===== src/rtl/operand_loader.sv =====
// Write-side operand loader: scatters a row-major A-then-B element stream into
// the banked operand memories using the read controller's bank/address mapping.
module operand_loader #(
  parameter int N1  = 4,
  parameter int N2  = 4,
  parameter int M   = 8,
  parameter int D_W = 8
) (
  input  logic                           clk,
  input  logic                           rst,
  input  logic                           start,
  input  logic                           op_release,
  input  logic                           in_valid,
  output logic                           in_ready,
  input  logic [D_W-1:0]                 in_data,
  output logic [N1-1:0]                  wr_en_A,
  output logic [$clog2((M*M)/N1)-1:0]    wr_addr_A,
  output logic [D_W-1:0]                 wr_data_A,
  output logic [N2-1:0]                  wr_en_B,
  output logic [$clog2((M*M)/N2)-1:0]    wr_addr_B,
  output logic [D_W-1:0]                 wr_data_B,
  output logic                           busy,
  output logic                           load_done
);

  localparam int RW   = (M > 1) ? $clog2(M) : 1;
  localparam int LN1  = $clog2(N1);
  localparam int LN2  = $clog2(N2);
  localparam int AW_A = $clog2((M*M)/N1);
  localparam int AW_B = $clog2((M*M)/N2);

  localparam logic [1:0] IDLE   = 2'd0;
  localparam logic [1:0] LOAD_A = 2'd1;
  localparam logic [1:0] LOAD_B = 2'd2;
  localparam logic [1:0] DONE   = 2'd3;

  logic [1:0]      state;
  logic [RW-1:0]   r;
  logic [RW-1:0]   c;
  logic            beat;
  logic            last;
  logic [N1-1:0]   bank_a;
  logic [N2-1:0]   bank_b;
  logic [AW_A-1:0] addr_a;
  logic [AW_B-1:0] addr_b;

  assign in_ready  = (state == LOAD_A) || (state == LOAD_B);
  assign busy      = in_ready;
  assign load_done = (state == DONE);
  assign beat      = in_valid && in_ready;
  assign last      = (r == RW'(M-1)) && (c == RW'(M-1));

  // Power-of-two parameters: mod is a mask, divide is a shift.
  always_comb begin
    bank_a = N1'(1) << (r & RW'(N1-1));
    addr_a = AW_A'(((32'(r) >> LN1) * 32'(M)) + 32'(c));
    bank_b = N2'(1) << (c & RW'(N2-1));
    addr_b = AW_B'(((32'(c) >> LN2) * 32'(M)) + 32'(r));
  end

  always_ff @(posedge clk or negedge rst) begin
    if (!rst) begin
      state     <= IDLE;
      r         <= '0;
      c         <= '0;
      wr_en_A   <= '0;
      wr_addr_A <= '0;
      wr_data_A <= '0;
      wr_en_B   <= '0;
      wr_addr_B <= '0;
      wr_data_B <= '0;
    end else begin
      wr_en_A <= '0;
      wr_en_B <= '0;
      case (state)
        IDLE: begin
          if (start) begin
            state <= LOAD_A;
            r     <= '0;
            c     <= '0;
          end
        end
        LOAD_A, LOAD_B: begin
          if (beat) begin
            if (state == LOAD_A) begin
              wr_en_A   <= bank_a;
              wr_addr_A <= addr_a;
              wr_data_A <= in_data;
            end else begin
              wr_en_B   <= bank_b;
              wr_addr_B <= addr_b;
              wr_data_B <= in_data;
            end
            if (last) begin
              r     <= '0;
              c     <= '0;
              state <= (state == LOAD_A) ? LOAD_B : DONE;
            end else begin
              c <= c + RW'(1);
              if (c == RW'(M-1)) r <= r + RW'(1);
            end
          end
        end
        DONE: begin
          if (op_release) state <= IDLE;
        end
        default: state <= IDLE;
      endcase
    end
  end

endmodule


===== config.mk =====
export PLATFORM = sky130hd
export DESIGN_NAME = operand_loader
export DESIGN_NICKNAME = d
export VERILOG_FILES = /design/src/rtl/operand_loader.sv
export SDC_FILE = /design/constraint.sdc
export NUM_CORES = 1
export LEC_CHECK = 0
export CORE_ASPECT_RATIO = 1.25
export CORE_MARGIN = 8
export CORE_UTILIZATION = 45
export DETAILED_ROUTE_END_ITERATION = 12
export PLACE_DENSITY_LB_ADDON = 0.05
export SYNTH_ARGS = -nofsm -noshare
export SYNTH_HDL_FRONTEND = slang
export SYNTH_SLANG_ARGS = --single-unit

===== constraint.sdc =====
create_clock -name clk -period 1.93 [get_ports clk]
set_clock_uncertainty 0.15 [all_clocks]
set_input_delay 0.193 -clock clk [delete_from_list [all_inputs] [get_ports clk]]
set_output_delay 0.193 -clock clk [all_outputs]
set_load 0.02 [all_outputs]

## After elaboration in Yosys (flattened, before gate mapping)

Cells that the tools add are included.

- Bits in registers: 40
- Bits of input ports: 13
- Output and inout port bits: 35
- Logic and storage cells: 57

- Add/subtract/negate cells: 4
- Eq/ne operators: 10
- Shift-type cells: 2
- Muxes and demuxes: 20
- Bitwise gates (word level): 1
- Reduce and logical (&&, ||, !) cells: 11

Operators with widths:

| cell | number |
|---|---|
| $mux W4 | 6 |
| $mux W3 | 6 |
| $pmux W3 S2 | 2 |
| $reduce_and A3 Y1 | 3 |
| $add A4 B3 Y4 | 2 |
| $mux W2 | 4 |
| $ne A2 B2 Y1 const B | 4 |
| $reduce_and A4 Y1 | 2 |
| $shl A1 B2 Y4 const A | 2 |
| $add A3 B1 Y3 const B | 2 |
| $eq A3 B3 Y1 const B | 2 |
| $pmux W2 S3 | 1 |
| $eq A2 B2 Y1 const B | 2 |
| $ne A3 B3 Y1 const B | 1 |
| $eq A2 B1 Y1 const B | 1 |
| $logic_and A1 B1 Y1 | 2 |
| $logic_not A2 Y1 | 1 |
| $reduce_bool A2 Y1 | 1 |
| $reduce_or A2 Y1 | 1 |
| $logic_or A1 B1 Y1 | 1 |
| $mux W1 | 1 |
| $not A1 Y1 | 1 |

## Depth between registers and ports, before layout

Gate-level depths: netlist of the first run.

- Depth in word-level cells: 5
- Gate-level depth with buffers: 6
- Mapped depth without buffers: 5

## Worst setup path before layout of the first run

OpenSTA, ideal clock, no wires.

- Kind: register to register
- Start point: register state[0]
- End point: register wr_data_B[5]
- Library setup time: 0.125 ns
- Arrival: 1.505 ns
- Required time: 1.655 ns
- Path slack: 0.150 ns
- Cell stages (with the launch flop): 6
- Path buffers: 1
- Period minus slack after synthesis: 1.780 ns
- Cells stage by stage: dfrtp_1 inv_1 ha_1 nand3b_4 buf_6 mux2_4

- Longest elaborated chain between the ends: 4
- Elaborated cells between the ends (all ways): 7

Ends and longest elaborated chain:

| item | RTL line | text |
|---|---|---|
| start: declaration | 37 | `logic [1:0] state;` |
| start signal: assignment | 97 | `state <= (state == LOAD_A) ? LOAD_B : DONE;` |
| $eq A2 B1 Y1 / $eq A2 B2 Y1 (equally long branches) | 47 | `assign in_ready = (state == LOAD_A) \|\| (state == LOAD_B);` |
| $logic_or A1 B1 Y1 (*) | 47 |  |
| named net busy | 22 | `output logic busy,` |
| $logic_and A1 B1 Y1 (*) | 50 | `assign beat = in_valid && in_ready;` |
| $reduce_and A3 Y1 (no line) (*) | -- |  |
| end signal: assignment | 92 | `wr_data_B <= in_data;` |
| end: declaration | 21 | `output logic [D_W-1:0] wr_data_B,` |

The timed path passes the listed nets; every way through them passes the cells marked *.
A chain may end at the register's enable or synchronous reset.

## Worst setup path after layout of the first run

- Start point: register state[0]
- End point: register wr_data_B[2]

- Longest elaborated chain between the ends: 4
- Elaborated cells between the ends (all ways): 7

Ends and longest elaborated chain:

| item | RTL line |
|---|---|
| $eq A2 B1 Y1 / $eq A2 B2 Y1 (equally long branches) | 47, 75, 85 |
| $logic_or A1 B1 Y1 | 47 |
| $logic_and A1 B1 Y1 | 50 |
| $reduce_and A3 Y1 (no line) (*) | -- |

Every way passes the cells marked *; elsewhere a longest branch is shown, timed or not.

==> results of run 1 <==
-- worst max-delay path, stage by stage (launching register included) --
cell,delay (ns)
dfrtp_1,0.38
inv_1,0.07
ha_1,0.35
buf_4,0.19
nand3b_4,0.20
mux2_2,0.37
-- state kept, by name (all words and copies together) (netlist names), 3 cells and up --
signal	flops
wr_data_B	8
wr_en_A	4
wr_en_B	4
wr_addr_A	4
wr_addr_B	4
c	3
wr_data_A	8
r	3
-- area by class of cell --
| type | instances | area, um2 | share of cell area |
|---|---|---|---|
| sequential | 40 | 1000 | 0.410 |
| tap | 56 | 70.1 | 0.0287 |
| clock buffer | 6 | 72.6 | 0.0297 |
| inverter | 8 | 30.0 | 0.0123 |
| clock inverter | 1 | 5.00 | 0.00205 |
| timing repair buffer | 52 | 515 | 0.211 |
| multi-input combinational | 83 | 746 | 0.306 |
-- cells by family (layout without fill, tap and decap cells) --
group | Yosys count | after routing
compound gates | 13 | 13
mux | 24 | 24
fa+ha+maj | 13 | 13
buf+inv | 13 | 67
flops | 40 | 40
simple gates | 33 | 33
-- worst max-delay path by stage --
stage	slack (ns)	to	depth (start not counted)	start
floorplan	0.15	wr_data_B[5]	5	state[0]
global placement	0.15	wr_data_B[0]	5	state[0]
detailed placement	0.10	wr_data_B[2]	5	state[0]
CTS	0.08	load_done	2	state[0]
global route	0.007	wr_data_B[5]	5	state[0]
finish	0.10	wr_data_B[2]	5	state[0]
-- layer usage --
metal  part of all wire  up-vias
met5                  0        -
met4              0.014        0
met3              0.079        6
met2               0.49       35
met1               0.42      531
li1                   -      564
-- cell usage in the layout (no fill, tap or decap) --
cell / n
buf_12: 1
a22o_1: 1
inv_1: 8
mux2_4: 2
nand3b_1: 1
nor2_2: 1
buf_2: 1
o32a_2: 1
mux2i_1: 6
nand2_1: 15
nor2_1: 1
a21oi_4: 1
o21ai_0: 8
dlygate4sd2_1: 2
nand3b_4: 1
nor2b_4: 2
mux2_2: 15
ha_1: 13
nand2_4: 1
o22ai_1: 1
nor2b_1: 1
mux2i_4: 1
a21boi_2: 1
dlygate4sd3_1: 1
and3_1: 1
buf_4: 3
and2_1: 8
dfrtp_1: 40
nor4_2: 1
clkbuf_8: 5
clkinv_2: 1
clkbuf_1: 1
clkdlybuf4s50_1: 44
-- per-stage QoR --
stage | utilization | hold WS, ns | instance area (um2) | std cells
finish | 0.610 | 0.244 | 2440 | 246
global route | 0.610 | 0.285 | 2440 | 246
CTS | 0.610 | 0.245 | 2440 | 246
detailed placement | 0.588 | 0.0116 | 2350 | 238
global placement | 0.588 | 0.00848 | 2350 | 238
floorplan | - | -0.253 | 1830 | 136
-- power groups by stage --
stage / clock (uW) / sequential (uW) / combinational [uW]
floorplan: 0 / 1700 / 1250
global placement: 0 / 1380 / 2400
detailed placement: 0 / 1390 / 2450
CTS: 529 / 1370 / 2430
global route: 558 / 1410 / 2600
finish: 507 / 1370 / 2380
-- timing repair --
action / CTS / global route
setup endpoints to repair: 2 / 0
resized for setup: 2 / 0
hold buffers: 1 / 0
hold endpoints to repair: 18 / 0
==> flow_metrics.env, run 1 <==
export IMPL_vias=1136
export IMPL_drtIter0Drc=24
export IMPL_hp_class="input port to asynchronous set/reset pin"
export IMPL_num_rows=26
export IMPL_synth_top_family_by_area="multiplexers"
export IMPL_pwr_share_seq=0.321
export IMPL_fill_cells=348
export IMPL_avgViaCountPerCell=4.62
export IMPL_synth_xor_area_share=0
export IMPL_netlist_area_leader_share=0.547
export IMPL_max_slew_margin=0.701
export IMPL_pwr_share_comb=0.560
export IMPL_wl_mm=3.54
export IMPL_p_int_uw=2620
export IMPL_cp_end_kind="flip-flop"
export IMPL_ir_drop_mv=1.20
export IMPL_syn_num_nets=162
export IMPL_preCtsSetupSlack_ns=0.102
export IMPL_r2r_start="state[0]"
export IMPL_busiest_layer="met2"
export IMPL_wl_per_cell_um=14.4
export IMPL_cts_tree="done"
export IMPL_clk_pin_slew_ns=0.07
export IMPL_p_leak_uw=0.00112
export IMPL_crit_path_max_fanout=16
export IMPL_die_width_um=73.0
export IMPL_cts_setup_buffers=0
export IMPL_antenna_left=0
export IMPL_clk_latency_ns=0.28
export IMPL_initial_core_util=0.457
export IMPL_synth_warnings=0
export IMPL_met1_usage=0.136
export IMPL_pwr_share_clk=0.119
export IMPL_max_freq_mhz=547
export IMPL_antenna_found_initial=0
export IMPL_grt_pass1_vias=1251
export IMPL_root_buffer="clkbuf_8"
export IMPL_ys_async_sr_fraction=1.00
export IMPL_r2r_slack_ns=0.10
export IMPL_maxCapViolations=0
export IMPL_final_hold_viol_count=0
export IMPL_cp_required_ns=1.95
export IMPL_setup_violations=0
export IMPL_numPortBuffers=47
export IMPL_power_density_mw_per_mm2=1740
export IMPL_ys_flop_type="dfrtp_1"
export IMPL_reg2regPathDepth=5
export IMPL_synth_compound_area_frac=0.0513
export IMPL_ys_top_cells_by_count="dfrtp_1 (40), mux2_2 (15), nand2_1 (15)"
export IMPL_drive_above_1_share=0.200
export IMPL_diodes=0
export IMPL_critPathKind="flip-flop to flip-flop"
export IMPL_status="complete, no violations"
export IMPL_fin_ws_ns=0.103
export IMPL_synthMuxAreaShare=0.154
export IMPL_clock_path_buffers=2
export IMPL_post_route_min_period_ns=1.83
export IMPL_syn_inst=136
export IMPL_yosys_top_cells_area="dfrtp_1 (55%), mux2_2 (9.2%), ha_1 (8.9%), mux2i_1 (3.3%), nand2_1 (3.1%)"
export IMPL_ios=48
export IMPL_yosysTopAreaCell="dfrtp_1"
export IMPL_cts_buffers=5
export IMPL_synth_adder_area_share=0.0889
export IMPL_grt_max_degree=23
export IMPL_ys_ff_latch=40
export IMPL_syn2layout_area_growth_pct=33.4
export IMPL_rsz0062_at_grt="no"
export IMPL_switchingPower_uw=1630
export IMPL_grtUsageMet3=0.0530
export IMPL_finalCritPeriodShare=0.947
export IMPL_gp_congestion=0.766
export IMPL_reg2reg_to="wr_data_B[2]"
export IMPL_cp_start_kind="flip-flop"
export IMPL_grt_pass1_wl_mm=6.13
export IMPL_synth_cell_types=26
export IMPL_layout_nets=216
export IMPL_cts_sinks=40
export IMPL_power_total_uw=4250
export IMPL_syn_area_mm2=0.00183
export IMPL_cts_max_level=2
export IMPL_tns_ns=0
export IMPL_synth_area_per_cell_um2=13.5
export IMPL_hpwl_mm=2.78
export IMPL_seq_area_frac_synth=0.547
export IMPL_globalRouteTotalUtil=0.125
export IMPL_die_height_um=87.3
export IMPL_synth_edf_count=0
export IMPL_use_met2=0.207
export IMPL_core_mm2=0.00400
export IMPL_final_max_slew_viol_count=0
export IMPL_crit_arrival_ns=1.84
export IMPL_drc=0
export IMPL_die_area_mm2=0.00637
export IMPL_synthMostInstantiatedCell="dfrtp_1"
export IMPL_tightest_slew_ns=0.448
export IMPL_swShare=0.384
export IMPL_grt_overflow_total=0
export IMPL_synth_simple_gate_area_frac=0.114
export IMPL_drt_first_pass_iters=4
(Power assumes the default switching activity.)
==> run 2: changes to the inputs <==
--- a/config.mk
+++ b/config.mk
@@ -9,7 +9,7 @@
 export CORE_MARGIN = 8
 export CORE_UTILIZATION = 45
 export DETAILED_ROUTE_END_ITERATION = 12
-export PLACE_DENSITY_LB_ADDON = 0.05
+export PLACE_DENSITY_LB_ADDON = 0.15
 export SYNTH_ARGS = -nofsm -noshare
 export SYNTH_HDL_FRONTEND = slang
 export SYNTH_SLANG_ARGS = --single-unit
==> run 2 against run 1 <==
Fmax decreased by 0.24%. Critical endpoint is now load_done. Highest routed layer unchanged. Final cell count unchanged. Hold slack improved by 0.084 ns.
==> flow_metrics.env, run 2 (synthesized netlist as in run 1, its figures left out) <==
export IMPL_grt_max_degree=41
export IMPL_ir_drop_mv=0.815
export IMPL_antenna_left=0
export IMPL_antenna_found_initial=0
export IMPL_fin_area_mm2=0.00244
export IMPL_status="complete, no violations"
export IMPL_layout_common_cells="clkdlybuf4s50_1 (44), dfrtp_1 (40), nand2_1 (15), mux2_2 (15), ha_1 (13)"
export IMPL_grt_overflow_total=0
export IMPL_power_total_uw=4270
export IMPL_cp_end_kind="output pin"
export IMPL_max_slew_margin=0.679
export IMPL_grt_pass1_vias=1281
export IMPL_syn2layout_area_growth_pct=33.2
export IMPL_hp_class="flip-flop to flip-flop"
export IMPL_power_density_mw_per_mm2=1750
export IMPL_drt_first_pass_iters=2
export IMPL_die_width_um=73.0
export IMPL_diodes=0
export IMPL_die_area_mm2=0.00637
export IMPL_clk_pin_slew_ns=0.07
export IMPL_cts_buffers=5
export IMPL_avgViaCountPerCell=4.70
export IMPL_root_buffer="clkbuf_8"
export IMPL_drc=0
export IMPL_cts_sinks=40
export IMPL_fin_util=0.609
export IMPL_finalCritPeriodShare=0.949
export IMPL_dpl_cell_area_mm2=0.00234
export IMPL_numPortBuffers=47
export IMPL_drive_above_1_share=0.200
export IMPL_path_delay_family="buffers and inverters"
export IMPL_pwr_share_clk=0.119
export IMPL_mostFrequentLayoutCell="clkdlybuf4s50_1"
export IMPL_vias=1156
export IMPL_crit_path_max_fanout=3
export IMPL_cp_start_kind="flip-flop"
export IMPL_maxCapViolations=0
export IMPL_wl_per_cell_um=14.2
export IMPL_slowest_delay_ns=0.62
export IMPL_final_hold_viol_count=0
export IMPL_setup_violations=0
export IMPL_crit_arrival_ns=1.49
export IMPL_p_leak_uw=0.00112
export IMPL_switchingPower_uw=1650
export IMPL_fill_cells=376
export IMPL_pwr_share_seq=0.320
export IMPL_ios=48
export IMPL_wl_mm=3.50
export IMPL_globalRouteTotalUtil=0.123
export IMPL_cts_setup_buffers=0
export IMPL_num_rows=26
export IMPL_cts_tree="done"
export IMPL_pwr_share_comb=0.561
export IMPL_die_height_um=87.3
export IMPL_initial_core_util=0.457
export IMPL_final_max_slew_viol_count=0
export IMPL_tightest_slew_ns=0.482
export IMPL_final_seq_area_mm2=0.00100
export IMPL_rsz0062_at_grt="no"
export IMPL_swShare=0.385
export IMPL_slowest_stage="clkdlybuf4s50_1"
export IMPL_cp_required_ns=1.59
export IMPL_multi_input_area_um2=754
export IMPL_crit_chain="ha_1, clkdlybuf4s50_1"
export IMPL_critPathKind="flip-flop to output pin"
export IMPL_crit_buf_inv=1
export IMPL_gp_congestion=0.736
export IMPL_hpwl_mm=2.75
export IMPL_p_int_uw=2630
export IMPL_clk_latency_ns=0.28
export IMPL_drtIter0Drc=42
export IMPL_tns_ns=0
export IMPL_max_freq_mhz=546
export IMPL_grt_pass1_wl_mm=6.08
export IMPL_core_mm2=0.00400
export IMPL_post_route_min_period_ns=1.83
export IMPL_top_regs="wr_data_A x8, wr_data_B x8"
export IMPL_cts_max_level=2
export IMPL_clock_path_buffers=2
export IMPL_layout_nets=216
run 2: cell counts in the layout (fill, tap and decap cells not counted):
Identical to the previous run, type by type.
run 2: cell type report:
type / count / share of cell area
flip-flops and latches: 40 / 0.411
multi-input cells: 83 / 0.310
repair buffers: 52 / 0.206
clock buffers: 6 / 0.0298
well taps: 56 / 0.0288
inverters: 8 / 0.0123
clock inverters: 1 / 0.00205
run 2: timing repair:
item / 4_1_cts / 5_1_grt
hold endpoints to repair: 40 / 0
hold buffers: 1 / 0
setup endpoints to repair: 2 / 1
gates resized for setup: 2 / 1
run 2: path summary, 6_finish.rpt:
check	slack, ns	depth (start not counted)	startpoint	to
min in group asynchronous	0.35	3	rst	c[0]
max reg2reg	0.12	5	state[0]	wr_data_B[3]
max in group asynchronous	0.95	3	rst	wr_data_A[0]
min	0.33	2	wr_addr_B[0]	wr_addr_B[0]
max	0.1	2	state[0]	load_done
min reg2reg	0.33	2	wr_addr_B[0]	wr_addr_B[0]
run 2: metal layers:
metal  part of all wire  GRT usage  vias up
met2               0.52      0.218       34
met1               0.39      0.125      557
li1                   -          -      561
met3              0.084     0.0484        4
met5                  0          0        -
met4              0.011     0.0493        0
run 2: worst reg2reg max path, cell delays in order (launching register included):
cell and delay, ns:
dfrtp_1 0.38, inv_1 0.07, ha_1 0.36, buf_4 0.19
nand3b_4 0.19, mux2_2 0.37
run 2: power groups by stage:
stage               combinational (uW)  clock [uW]  sequential, uW
floorplan                         1250           0            1700
global placement                  2390           0            1370
detailed placement                2440           0            1390
CTS                               2430         528            1370
global route                      2640         558            1410
finish                            2400         508            1370
run 2: per-stage QoR:
| stage | cells | hold WS, ns | setup WS (ns) |
|---|---|---|---|
| final | 246 | 0.328 | 0.0985 |
| after global routing | 246 | 0.364 | 0.00928 |
| after CTS | 246 | 0.337 | 0.0720 |
| after detailed placement | 238 | 0.130 | 0.104 |
| after global placement | 238 | 0.123 | 0.158 |
| after floorplan | 136 | -0.253 | 0.150 |
